[src/rtl/reset_sequencer_pkg.sv]
// Shared types and constants for the staged reset sequencer.
package reset_sequencer_pkg;

    typedef enum logic [1:0] {
        WAIT_LOCK = 2'd0,
        HOLD      = 2'd1,
        RELEASE   = 2'd2,
        RUN       = 2'd3
    } state_t;

    localparam int LLC_W      = 8;
    localparam int MAX_STAGES = 8;

endpackage

[src/rtl/reset_sequencer_sync_bit.sv]
// Multi-flop synchronizer for a single asynchronous bit, cleared asynchronously.
module sync_bit #(
    parameter int DEPTH = 2
) (
    input  logic clk,
    input  logic rst_n,
    input  logic d,
    output logic q
);

    logic [DEPTH-1:0] sr;

    always_ff @(posedge clk or negedge rst_n) begin
        if (!rst_n) sr <= '0;
        else        sr <= {sr[DEPTH-2:0], d};
    end

    assign q = sr[DEPTH-1];

endmodule

[src/rtl/reset_sequencer.sv]
// Releases up to eight active-low domain resets in order once the MMCM lock is
// stable; any lock loss or software request re-asserts all of them together.
module reset_sequencer
    import reset_sequencer_pkg::*;
#(
    parameter int HOLD_CYCLES = 16,
    parameter int GAP_CYCLES  = 4,
    parameter int STAGES      = 3,
    parameter int SYNC_DEPTH  = 2
) (
    input  logic              CLK,
    input  logic              nRST,
    input  logic              locked,
    input  logic              swReset,
    output logic [STAGES-1:0] rstOut,
    output logic              ready,
    output logic [LLC_W-1:0]  lockLossCount
);

    localparam int MAXC = (HOLD_CYCLES > GAP_CYCLES) ? HOLD_CYCLES : GAP_CYCLES;
    localparam int CW   = ($clog2(MAXC) < 1) ? 1 : $clog2(MAXC);
    localparam int IW   = $clog2(MAX_STAGES + 1);

    localparam logic [CW-1:0] HOLD_LD = CW'(HOLD_CYCLES - 1);
    localparam logic [CW-1:0] GAP_LD  = CW'(GAP_CYCLES - 1);
    localparam logic [IW-1:0] LAST    = IW'(STAGES - 1);

    logic          lockedS;
    state_t        state;
    logic [CW-1:0] cnt;
    logic [IW-1:0] idx;

    sync_bit #(.DEPTH(SYNC_DEPTH)) u_lock_sync (
        .clk   (CLK),
        .rst_n (nRST),
        .d     (locked),
        .q     (lockedS)
    );

    always_ff @(posedge CLK or negedge nRST) begin
        if (!nRST) begin
            state         <= WAIT_LOCK;
            cnt           <= '0;
            idx           <= '0;
            rstOut        <= '0;
            ready         <= 1'b0;
            lockLossCount <= '0;
        end else if (state == WAIT_LOCK) begin
            if (lockedS) begin
                cnt   <= HOLD_LD;
                idx   <= '0;
                state <= HOLD;
            end
        end else if (!lockedS) begin
            // Lock loss beats a simultaneous software request.
            rstOut <= '0;
            ready  <= 1'b0;
            cnt    <= '0;
            idx    <= '0;
            state  <= WAIT_LOCK;
            if (state == RUN && lockLossCount != {LLC_W{1'b1}})
                lockLossCount <= lockLossCount + 1'b1;
        end else if (swReset) begin
            rstOut <= '0;
            ready  <= 1'b0;
            cnt    <= HOLD_LD;
            idx    <= '0;
            state  <= HOLD;
        end else begin
            case (state)
                HOLD: begin
                    if (cnt == '0) begin
                        rstOut <= rstOut | STAGES'(1);
                        idx    <= IW'(1);
                        if (STAGES == 1) begin
                            ready <= 1'b1;
                            state <= RUN;
                        end else begin
                            cnt   <= GAP_LD;
                            state <= RELEASE;
                        end
                    end else begin
                        cnt <= cnt - 1'b1;
                    end
                end
                RELEASE: begin
                    if (cnt == '0) begin
                        rstOut <= rstOut | (STAGES'(1) << idx);
                        idx    <= idx + 1'b1;
                        if (idx == LAST) begin
                            ready <= 1'b1;
                            state <= RUN;
                        end else begin
                            cnt <= GAP_LD;
                        end
                    end else begin
                        cnt <= cnt - 1'b1;
                    end
                end
                default: ;
            endcase
        end
    end

endmodule

[config.mk]
export PLATFORM = sky130hd
export DESIGN_NAME = reset_sequencer
export DESIGN_NICKNAME = d
export VERILOG_FILES = /design/src/rtl/reset_sequencer_pkg.sv /design/src/rtl/reset_sequencer_sync_bit.sv /design/src/rtl/reset_sequencer.sv
export SDC_FILE = /design/constraint.sdc
export NUM_CORES = 1
export LEC_CHECK = 0
export ABC_AREA = 1
export CORE_UTILIZATION = 55
export CTS_CLUSTER_DIAMETER = 100
export CTS_CLUSTER_SIZE = 40
export DETAILED_ROUTE_END_ITERATION = 10
export HOLD_SLACK_MARGIN = 0.15
export MAX_ROUTING_LAYER = met4
export PLACE_DENSITY_LB_ADDON = 0.25
export SETUP_SLACK_MARGIN = 0.02
export SKIP_LAST_GASP = 1
export SYNTH_ARGS = -nofsm -noshare
export SYNTH_HDL_FRONTEND = slang
export SYNTH_SLANG_ARGS = --single-unit
[constraint.sdc]
create_clock -name CLK -period 1.7 [get_ports CLK]
set_input_delay 0.51 -clock CLK [delete_from_list [all_inputs] [get_ports CLK]]
set_output_delay 0.51 -clock CLK [all_outputs]
set_load 0.02 [all_outputs]
==> out/metrics.csv <==
metric,value,unit
Post-Synthesis Cells,192,
Peak Freq,616,MHz
crit path launch type,flop,
GRT overflow,0,
row cnt,18,
"Avg Cell Area, Syn",7.72,um2
final setup violation count,0,
Crit path buffers/inverters,1,
final-stage net count,232,
Final Hold Fails,0,
diode count,0,
worst vdd ir,0.000783,V
"Arr. time, crit path",1110,ps
layout cells sized above 1,0.193,
wire per inst,12.0,um
vias,1282,
"Seq/Total Area, Yosys",0.405,
maximum fanout along the worst path,5,
fin crit share,0.955,
Sw Ratio,0.441,
Worst Tran Pin Value,316,ps
internal power,0.00116,W
Detail Placement HPWL,2210,um
"CTS clk-pin slew, worst paths",130,ps
endpoint class of the critical path,output port,
syn_nets,204,
part of the power in registers,0.381,
count of hold-fix buffers inserted at cts,0,
TritonCTS clock tree,yes,
placer congestion estimate,0.877,
Post-Syn Area,1480,um2
clock root cell,clkbuf_4,
Slowest Stage Delay on Critical Path,440,ps
Max Cap Viol,0,
critical path type,flop to output port,
vias in the first global route,1194,
core box area,2520,um2
clk sinks,24,
PD cells,1180,nW/um2
CP max stage cell,dfrtp_1,
GR Util All Layers,0.242,
post-layout util,0.693,
skew final,5.43,ps
Starting Density,0.588,
initial antenna violation count,0,
DR vias/cell,5.17,
Final Critical Period,1620,ps
DRT iter0 DRCs,31,
CTS buffer count,3,
run status,finished clean,
clock buffer depth,2,
number of H-tree levels,1,
NetSw,0.000914,W
clock network fraction of total power,0.123,
Clock Latency Late Sink,320,ps
Area Growth Syn to Fin,18.0,%
largest net degree at the start of global routing,25,
worst-path cell chain,dlygate4sd2_1,
final WL,2990,um
# IOs,16,
setup repair after global routing missed its margin,yes,
PortBufs,15,
pre-CTS setup slack,-145,ps
Antenna Violating Nets Remaining,0,
Max-Slew Margin vs Limit,0.789,
die span in y,53.9,um
worst hold path type,flop to flop,
critical path's top delay family,flip-flops,
final worst setup slack,75.7,ps
Die Footprint,2910,um2
Gate power share,0.496,
Max Slew Vio Count,0,
CP Data Required Time,1190,ps
DRC,0,
die width,53.9,um
Unique masters post-synth,24,
leakage,0.885,nW
Yosys reg bits,24,
first-pass iteration count of the detailed router,4,
Setup TNS Final,0,ps
global-route wire length before repair,4950,um
Fill cells,213,
warnings from Yosys,0,
## synth_stat cells (all sizes together)
cell	instances	area share
nor2	22	0.074
xor2	3	0.018
o211ai	1	0.0051
nand3	19	0.071
a21oi	3	0.010
o21ai	13	0.044
xnor2	2	0.012
nand3b	1	0.0051
nand2	49	0.15
nor3	4	0.014
nand4	4	0.017
ha	8	0.068
inv	36	0.093
o22ai	2	0.0084
buf	1	0.0076
dfrtp	24	0.41
## power groups by stage
stage | Combinational, W | Clock [W] | Sequential, W
detailed placement | 0.000985 | 0 | 0.000799
floorplan | 0.000684 | 0 | 0.000819
finish | 0.00103 | 0.000255 | 0.000790
global route | 0.00115 | 0.000273 | 0.000805
CTS | 0.000972 | 0.000256 | 0.000787
global placement | 0.000949 | 0 | 0.000792
## path summary, 6_finish.rpt
kind                                    from                 to  slack, ps  cells past startpoint
setup / recovery            lockLossCount[2]   lockLossCount[2]         80                      1
setup reg to reg                    state[0]           state[0]        100                      9
max in group asynchronous               nRST   lockLossCount[4]        940                      2
hold reg to reg            u_lock_sync.sr[0]  u_lock_sync.sr[1]        370                      0
hold / removal             u_lock_sync.sr[0]  u_lock_sync.sr[1]        370                      0
min in group asynchronous               nRST          rstOut[1]        530                      2
## state kept, by name, indices dropped and copies added, names as in the netlist
name	cells
cnt	4
idx	4
lockLossCount	8
ready	1
rstOut	3
state	2
u_lock_sync.sr	2
## final cells by class
class,count,area (um2),share of cell area
Timing Repair Buffer,24,203,0.116
Sequential cell,24,601,0.343
Clock buffer,3,22.5,0.0129
Multi-Input combinational cell,131,748,0.428
Inverter,36,138,0.0787
Tap cell,30,37.5,0.0215
## routing by layer
layer	share of wire	wire [um]	track usage
met5	0	0	-
met3	0.027	82	0.0254
met2	0.48	1430	0.405
met4	0.0084	25	0.0746
met1	0.48	1450	0.305
## cell families (layout without fill, tap and decap cells)
| family | count (synthesis) | count (layout) | synth area share |
|---|---|---|---|
| compound gates | 19 | 19 | 0.0675 |
| xor+xnor | 5 | 5 | 0.0295 |
| fa+ha+maj | 8 | 8 | 0.0675 |
| buf+inv | 37 | 63 | 0.100 |
| flops | 24 | 24 | 0.405 |
| simple gates | 99 | 99 | 0.330 |
## timing repair
| action | 4_1_cts | 5_1_grt |
|---|---|---|
| setup buffers | 0 | 1 |
| setup endpoints to repair | 12 | 8 |
| gates cloned | 0 | 0 |
| gates resized for setup | 12 | 5 |
| pin swaps | 0 | 0 |
## per-stage QoR
step	instances	power, W	hold slack (ps)	instance area [um2]
CTS	247	0.00202	376	1730
detailed placement	244	0.00178	340	1720
global placement	244	0.00174	336	1720
floorplan	192	0.00150	214	1480
global route	248	0.00222	395	1750
finish	248	0.00207	375	1750
## placed cells by master, fill, tap and decap left out, types with 7 or more instances in the layout
cell,instances
buf_4,9
dfrtp_1,24
dlygate4sd2_1,12
inv_1,28
inv_2,7
nand2_1,40
nand3_1,17
nor2_1,13
o21ai_1,7
(Power assumes the default switching activity.)
